### config.mk
export PLATFORM = sky130hd
export DESIGN_NAME = pheap_level
export DESIGN_NICKNAME = d
export VERILOG_FILES = /design/src/rtl/pheap_level_pkg.sv /design/src/rtl/pheap_level.sv
export SDC_FILE = /design/constraint.sdc
export NUM_CORES = 1
export LEC_CHECK = 0
export ABC_CLOCK_PERIOD_IN_PS = 1880
export BUFFER_PORTS_ARGS = -buffer_cell sky130_fd_sc_hd__buf_2
export CAP_MARGIN = 10
export CELL_PAD_IN_SITES_DETAIL_PLACEMENT = 0
export CELL_PAD_IN_SITES_GLOBAL_PLACEMENT = 1
export CORE_MARGIN = 8
export CORE_UTILIZATION = 32
export DETAILED_ROUTE_END_ITERATION = 16
export GPL_ROUTABILITY_DRIVEN = 1
export GPL_TIMING_DRIVEN = 1
export PLACE_DENSITY = 0.81
export SLEW_MARGIN = 15
export SYNTH_ARGS = -nofsm -noshare
export SYNTH_HDL_FRONTEND = slang
export SYNTH_SLANG_ARGS = --single-unit
### constraint.sdc
create_clock -name clk -period 1.88 [get_ports clk]
set_input_delay 0.376 -clock clk [delete_from_list [all_inputs] [get_ports clk]]
set_output_delay 0.376 -clock clk [all_outputs]
set_load 0.01 [all_outputs]
### src/rtl/pheap_level_pkg.sv
// Shared pipelined-heap types, sizes and key comparators used by every heap level.
package pheapTypes;

  localparam int LEVELS = 3;
  localparam int KEY_W  = 8;
  localparam int VAL_W  = 8;
  localparam int CAP_W  = LEVELS;

  typedef struct packed {
    logic [KEY_W-1:0] key;
    logic [VAL_W-1:0] val;
  } kv_t;

  typedef struct packed {
    logic             active;
    logic [CAP_W-1:0] capacity;
    kv_t              kv;
  } entry_t;

  typedef enum logic [1:0] {
    FREE  = 2'd0,
    LENQ  = 2'd1,
    LDEQ  = 2'd2,
    LREPL = 2'd3
  } opcode_t;

  typedef struct packed {
    opcode_t levelOp;
    kv_t     kv;
  } opArray_t;

  typedef enum logic {
    DONE       = 1'b0,
    NEXT_LEVEL = 1'b1
  } done_t;

  localparam kv_t    KV_EMPTY    = '0;
  localparam entry_t ENTRY_EMPTY = '0;

  function automatic logic cmp_kv_gt(kv_t a, kv_t b);
    return a.key > b.key;
  endfunction

  // An active entry always outranks an inactive one; two inactive entries are equal.
  function automatic logic cmp_entry_entry_gt(entry_t a, entry_t b);
    if (a.active != b.active) return a.active;
    return a.active && cmp_kv_gt(a.kv, b.kv);
  endfunction

  function automatic logic [CAP_W-1:0] level_capacity(int level);
    return CAP_W'((1 << (LEVELS - level)) - 1);
  endfunction

endpackage

### src/rtl/pheap_level.sv
// One level of a pipelined heap: holds 2**LEVEL nodes and forwards ops to the level below.
// Optional sticky protocol-error output is enabled by defining PHEAP_LEVEL_ERR_EN.
module pheap_level import pheapTypes::*; #(
  parameter  int LEVEL  = 0,
  localparam int IDX_W  = (LEVEL > 1) ? LEVEL : 1,
  localparam int PIDX_W = (LEVEL > 2) ? LEVEL - 1 : 1
) (
  input  logic              clk,
  input  logic              rst_n,
  input  opArray_t          op_in,
  input  logic [IDX_W-1:0]  idx_in,
  output opArray_t          op_out,
  output logic [LEVEL:0]    idx_out,
  output logic [IDX_W-1:0]  chd_pidx,
  input  entry_t            chd_l,
  input  entry_t            chd_r,
  input  logic [PIDX_W-1:0] par_pidx,
  output entry_t            par_l,
  output entry_t            par_r,
  output done_t             status
`ifdef PHEAP_LEVEL_ERR_EN
  ,
  output logic              err
`endif
);

  localparam int     NODES       = 2 ** LEVEL;
  localparam bit     BOTTOM      = (LEVEL == LEVELS - 1);
  localparam opArray_t OP_FREE   = '{levelOp: FREE, kv: KV_EMPTY};
  localparam entry_t RESET_ENTRY = '{active: 1'b0, capacity: level_capacity(LEVEL), kv: KV_EMPTY};

  entry_t           nodes_q [NODES];
  entry_t           nodeNext_d;
  opArray_t         opOut_q, opOut_d;
  logic [LEVEL:0]   idxOut_q, idxOut_d;
  logic [IDX_W-1:0] nodeIdx;
  entry_t           cur, kidL, kidR;
  logic             sel;
  logic             opValid;
  logic             unusedInputs;

  assign opValid      = (op_in.levelOp != FREE);
  assign nodeIdx      = (LEVEL == 0) ? '0 : idx_in;
  assign chd_pidx     = idx_in;
  assign kidL         = BOTTOM ? ENTRY_EMPTY : chd_l;
  assign kidR         = BOTTOM ? ENTRY_EMPTY : chd_r;
  assign unusedInputs = ^{chd_l, chd_r, par_pidx};

  always_comb begin
    cur = nodes_q[0];
    for (int n = 0; n < NODES; n++) begin
      if (n == int'(nodeIdx)) cur = nodes_q[n];
    end
  end

  generate
    if (LEVEL == 0) begin : g_root
      assign par_l = ENTRY_EMPTY;
      assign par_r = ENTRY_EMPTY;
    end else begin : g_par
      always_comb begin
        par_l = nodes_q[0];
        par_r = nodes_q[1];
        for (int n = 0; n < NODES / 2; n++) begin
          if (n == int'(par_pidx)) begin
            par_l = nodes_q[2*n];
            par_r = nodes_q[2*n+1];
          end
        end
      end
    end
  endgenerate

  // sel picks which child of the current node receives the forwarded op (0 = left).
  always_comb begin
    nodeNext_d = cur;
    opOut_d    = OP_FREE;
    sel        = 1'b0;
    case (op_in.levelOp)
      LENQ: begin
        if (cur.capacity != '0) nodeNext_d.capacity = cur.capacity - CAP_W'(1);
        if (!cur.active) begin
          nodeNext_d.active = 1'b1;
          nodeNext_d.kv     = op_in.kv;
        end else begin
          sel             = (kidR.capacity > kidL.capacity);
          opOut_d.levelOp = LENQ;
          if (cmp_kv_gt(op_in.kv, cur.kv)) begin
            nodeNext_d.kv = op_in.kv;
            opOut_d.kv    = cur.kv;
          end else begin
            opOut_d.kv    = op_in.kv;
          end
        end
      end
      LDEQ: begin
        nodeNext_d.capacity = cur.capacity + CAP_W'(1);
        if (!kidL.active && !kidR.active) begin
          nodeNext_d.active = 1'b0;
          nodeNext_d.kv     = KV_EMPTY;
        end else begin
          sel             = cmp_entry_entry_gt(kidR, kidL);
          nodeNext_d.kv   = sel ? kidR.kv : kidL.kv;
          opOut_d.levelOp = LDEQ;
        end
      end
      LREPL: begin
        if ((!kidL.active || !cmp_kv_gt(kidL.kv, op_in.kv)) &&
            (!kidR.active || !cmp_kv_gt(kidR.kv, op_in.kv))) begin
          nodeNext_d.kv = op_in.kv;
        end else begin
          sel             = cmp_entry_entry_gt(kidR, kidL);
          nodeNext_d.kv   = sel ? kidR.kv : kidL.kv;
          opOut_d.levelOp = LREPL;
          opOut_d.kv      = op_in.kv;
        end
      end
      default: ;
    endcase
    if (BOTTOM) opOut_d = OP_FREE;
    idxOut_d = (LEVEL+1)'({idx_in, sel});
  end

  always_ff @(posedge clk or negedge rst_n) begin
    if (!rst_n) begin
      for (int n = 0; n < NODES; n++) nodes_q[n] <= RESET_ENTRY;
      opOut_q  <= OP_FREE;
      idxOut_q <= '0;
    end else begin
      for (int n = 0; n < NODES; n++) begin
        if (opValid && n == int'(nodeIdx)) nodes_q[n] <= nodeNext_d;
      end
      opOut_q  <= opOut_d;
      idxOut_q <= idxOut_d;
    end
  end

  assign op_out  = opOut_q;
  assign idx_out = idxOut_q;
  assign status  = (opOut_q.levelOp != FREE) ? NEXT_LEVEL : DONE;

`ifdef PHEAP_LEVEL_ERR_EN
  logic err_q, prevValid_q, protoErr;

  // Overfull enqueue, dequeue from an empty node, or ops closer than two cycles apart.
  assign protoErr = opValid &&
                    ((op_in.levelOp == LENQ && cur.capacity == '0) ||
                     (op_in.levelOp == LDEQ && !cur.active) ||
                     prevValid_q);

  always_ff @(posedge clk or negedge rst_n) begin
    if (!rst_n) begin
      err_q       <= 1'b0;
      prevValid_q <= 1'b0;
    end else begin
      prevValid_q <= opValid;
      err_q       <= err_q | protoErr;
    end
  end

  assign err = err_q;
`endif

endmodule

Word-level counts from Yosys, hierarchy flattened
Index checks and enable logic that the tools add are counted.
{"block": "op_classes", "multipliers": 0, "n_eq_ne": 7, "reduce_logical": 17, "n_lt_le_gt_ge": 5, "bitwise_logic": 0, "muxes": 33, "add_sub_neg": 2, "shifts": 0, "div": 0}
{"cell": "$mux 16", "count": 7}
{"cell": "$pmux 16 s3", "count": 1}
{"cell": "$gt 8x8->1", "count": 4}
{"cell": "$pmux 16 s2", "count": 1}
{"cell": "$mux 18", "count": 1}
{"cell": "$mux 1", "count": 17}
{"cell": "$mux 17", "count": 1}
{"cell": "$reduce_and 3->1", "count": 3}
{"cell": "$pmux 4 s2", "count": 1}
{"cell": "$pmux 2 s3", "count": 1}
{"cell": "$reduce_bool 2->1", "count": 3}
{"cell": "$reduce_bool 3->1", "count": 2}
{"cell": "$eq 2x2->1 const B", "count": 2}
{"cell": "$logic_not 1->1", "count": 4}
{"cell": "$ne 2x2->1 const B", "count": 2}
{"cell": "$add 3x1->3 const B", "count": 1}
{"cell": "$gt 3x3->1", "count": 1}
{"cell": "$logic_and 1x1->1", "count": 3}
{"cell": "$mux 3", "count": 1}
{"cell": "$ne 3x3->1 const B", "count": 1}
{"cell": "$pmux 1 s3", "count": 1}
{"cell": "$sub 3x1->3 const B", "count": 1}
{"cell": "$eq 2x1->1 const B", "count": 1}
{"cell": "$logic_or 1x1->1", "count": 2}
{"cell": "other kinds (2)", "count": 2}
{"block": "totals", "romBits": 0, "mem_count": 0, "ramBits": 0, "ff_bits": 39, "wordCells": 72, "in_bits": 62, "latchBits": 0, "out_inout_bits": 61}

Depth between registers and ports, before layout
{"block": "depth", "ltp_word": 12, "depth_mapped": 10, "mapped_depth_nobuf": 8}

Worst setup path after synthesis
No wires, ideal clock.
{"block": "synth_timing", "kind": "in2reg", "startpoint": "in chd_l[9] (netlist bit)", "endpoint": "reg nodes_q (netlist bit cur[0])", "n_path_buf": 2, "setup_ps": 132, "t_arrival_ps": 1931, "path_stages": 10, "required_ps": 1748, "path_slack_ps": -182, "cell_sequence": "inv_1 ha_1 nor2b_1 o211ai_1 a211oi_1 o41ai_2 buf_6 buf_8 mux2i_1 o221ai_2"}
{"block": "synth_via", "elab_chain_len": 8, "word_cells_on_any_way": 17, "classes_between": "2 x order compare; 11 x mux; 4 x reduce/logical"}
{"element": "start: declaration", "line": "pheap_level.sv:15", "text": "input entry_t chd_l,"}
{"element": "$gt 8x8->1", "line": "pheap_level_pkg.sv:41", "text": "return a.key > b.key;"}
{"element": "$logic_and 1x1->1", "line": "pheap_level_pkg.sv:47", "text": "return a.active && cmp_kv_gt(a.kv, b.kv);"}
{"element": "$mux 1", "line": "pheap_level_pkg.sv:47"}
{"element": "$mux 1, on equally long branches", "line": "pheap_level.sv:108, pheap_level.sv:98"}
{"element": "$mux 1", "line": "pheap_level.sv:79", "text": "case (op_in.levelOp)"}
{"element": "$mux 16, on equally long branches", "line": "pheap_level.sv:113, pheap_level.sv:103"}
{"element": "$mux 16, on equally long branches", "line": "pheap_level.sv:108, pheap_level.sv:98"}
{"element": "$pmux 16 s3 *", "line": "pheap_level.sv:79"}
{"element": "end: declaration", "line": "pheap_level.sv:32", "text": "entry_t nodes_q [NODES];"}
Every way passes the cells marked *; elsewhere a longest branch is shown, timed or not. The select of a mux whose other input is x is not followed.
A chain may end at the register's enable or synchronous reset.

Worst setup path in the final report
{"block": "layout_timing", "startpoint": "reg nodes_q (netlist bit cur[10])", "endpoint": "reg nodes_q (netlist bit cur[4])"}
{"block": "layout_via", "elab_chain_len": 3}
{"element": "$gt 8x8->1", "line": "pheap_level_pkg.sv:41"}
{"element": "$ne 3x3->1 (no source line)"}
{"element": "$reduce_and 3->1 (no source line)"}
Every way passes these cells.

==> out/qor.txt <==
Worst-path cell chain - inv_2, ha_4, a21o_1, a211oi_4, o221ai_2, buf_4, a21oi_4, buf_12, o221ai_1
Max Slew Vio Count - 0
FILL cells - 858
FF-to-FF Start - cur[10]$_DFFE_PN0P_
Core region area - 0.00906 mm²
Tcrit/Tclk final - 1.10
Clock insertion delay at the later pin of the skew report - 0.28 ns
Initial Util - 0.324
Top layer in use - met4
Htree depth - 2
Largest cells by area after synthesis - dfrtp_1 (31%), ha_1 (15%), buf_4 (11%)
Yosys warning total - 0
Final Hold Viols - 0
Count of cell types in the netlist - 38
Crit end category - flip-flop
Layout area overhead - 42.9%
Metal3 WL - 525 µm
Via count - 2535
Initial antenna violation count - 0
Most frequent cells after synthesis - buf_4 (44), inv_1 (38), dfrtp_1 (36), ha_1 (36), nand2_1 (23)
Synth Register Bits - 36
DRT iter0 DRCs - 63
Most numerous cell in the Yosys netlist - buf_4
Total Nets Final - 518
Failing checks - setup timing
I/O Buffers - 79
CTS tree - yes
Hold WS - 0.124 ns
GPL Wtd Cong - 0.785
First-pass GRT wire length - 14000 µm
Area of the mapped netlist - 0.00294 mm²
Number of routed nets with antenna violations - 0
Non-Filler Instances - 531
Leakage - 2.13 nW
R2R depth - 9
Stages on worst setup path - 9
Drt first pass iters - 4
GRT Util Overall - 0.139
RSZ-0062 raised after global routing - true
Run status - complete, but fails checks
Register-to-Register Setup Slack - -0.18 ns
Routed WL per cell - 16.4 µm
Share of cells above drive strength 1 - 0.493
Io pins - 123
Sequential area share after synthesis - 0.306
Critical path origin - cur[10]$_DFFE_PN0P_
Via/cell ratio - 4.77
GRT overflow - 0
Critical path peak fanout - 11
Achievable Freq - 484 MHz
Critical Path RT - 2.03 ns
CTS buffer count - 5
Setup TNS - -4.28 ns
Die Wd - 112 µm
Gate Count Post-Synth - 295
Max-Cap Viols - 0
M1 WL - 3970 µm
Top FF cell, synth - dfrtp_1
Rows - 35
Clock sinks - 36
Yosys top cell area share - 0.306
Crit path max-delay family - compound AO/OA/AOI/OAI gates
Diode count - 0
Setup WS post-layout - -0.185 ns
# DRC - 0
EDFF count, synth - 0
CTS Hold Bufs - 0
Worst-path clk slew - 0.07 ns
Vias in the first global route - 2848
Worst path max stage delay - 0.39 ns
Arrival time at the worst endpoint - 2.21 ns
RR Endpoint - cur[4]$_DFFE_PN0P_
Syn Area/Cell - 9.97 µm²
DIE AREA - 0.0125 mm²
Worst min path class - in2async
Clock Skew - 0.00599 ns
Clock root buffer - clkbuf_8
Design Power - 0.00273 W
DPL Wire Length - 6670 µm
Async SR Flop Fraction - 1.00
Max rail drop VDD - 0.275 mV
Utilization after layout - 0.464
Buf+Inv Stages, Crit Path - 3
CP startpoint kind - flip-flop
PD cells - 650 mW/mm²
Die height - 112 µm
Tmin final - 2.06 ns
Met2 routed WL - 4140 µm
Largest net degree at the start of global routing - 37
Setup Crit Path Kind - reg2reg
Slowest CP cell - dfrtp_1
Placed cell count - 512
Setup-failing EPs final - 32
Area leader, netlist - dfrtp_1
WL final - 8720 µm
Clock buffer depth - 2
==> final cells by class <==
type                       count  area, µm²  share of cell area
multi-input combinational    210       1980               0.471
timing repair buffer         129        916               0.218
sequential                    36        901               0.214
inverter                      38        173              0.0411
tap                          111        139              0.0330
clock buffer                   7       96.3              0.0229
==> sequential cells by signal, indices dropped and copies added, names as in the netlist <==
register,cells
idx_out,1
op_out,18
cur,17
==> worst max path at each step <==
stage                     slack [ns]                  end
final                          -0.18   cur[4]$_DFFE_PN0P_
after global routing           -0.29   cur[2]$_DFFE_PN0P_
after floorplan                 -0.1   cur[0]$_DFFE_PN0P_
after detailed placement       -0.58   cur[7]$_DFFE_PN0P_
after CTS                      -0.15   cur[8]$_DFFE_PN0P_
after global placement         -0.49  cur[15]$_DFFE_PN0P_
==> through the flow <==
stage	instance area (µm²)	worst slack, ns
4_1_cts	4140	-0.146
6_report	4200	-0.185
3_5_place_dp	3710	-0.578
3_3_place_gp	3710	-0.491
5_1_grt	4200	-0.287
2_1_floorplan	3230	-0.0963
==> per-layer routing <==
layer  vias to the layer above  GRT usage
li1                       1229          -
met1                      1204      0.170
met2                        95      0.235
met3                         7     0.0400
met4                         0     0.0310
met5                         -          0
==> power breakdown <==
part           internal, W  switching [W]  leakage [nW]
clock network     0.000326       0.000260        0.0503
logic             0.000600       0.000600          1.61
registers         0.000889      0.0000557         0.464
==> kinds of logic (layout without fill, tap and decap cells) <==
logic type               after synthesis  count (layout)  synth area share
buffers and inverters                 88             174             0.186
AO/OA/AOI/OAI                         70              70             0.214
AND/OR/NAND/NOR                       48              48            0.0843
adder cells (fa/ha/maj)               36              36             0.153
flip-flops                            36              36             0.306
multiplexers                          16              16            0.0545
other                                  1              40           0.00128
==> cells in the final DEF (no fill, tap or decap), types with 3 or more instances in the layout <==
master / n
buf_2: 74
conb_1: 40
buf_4: 40
dfrtp_1: 36
inv_1: 27
nand2_1: 23
ha_1: 21
ha_4: 14
o221ai_2: 11
a22o_1: 10
mux2i_1: 10
buf_6: 8
inv_2: 7
clkbuf_8: 7
nand4_1: 6
a21oi_1: 6
a22o_2: 6
o221ai_1: 6
nor2b_1: 5
buf_12: 5
nor2_1: 4
o21a_1: 4
a211oi_4: 3
o22ai_2: 3
o211ai_1: 3
mux2i_2: 3
mux2i_4: 3
==> timing repair <==
action,in CTS,in global routing
setup buffers,9,2
gates cloned,3,0
pin swaps,12,12
gates resized for setup,44,13
setup endpoints to repair,33,34
Note: power is estimated with default switching activity, not from simulation.
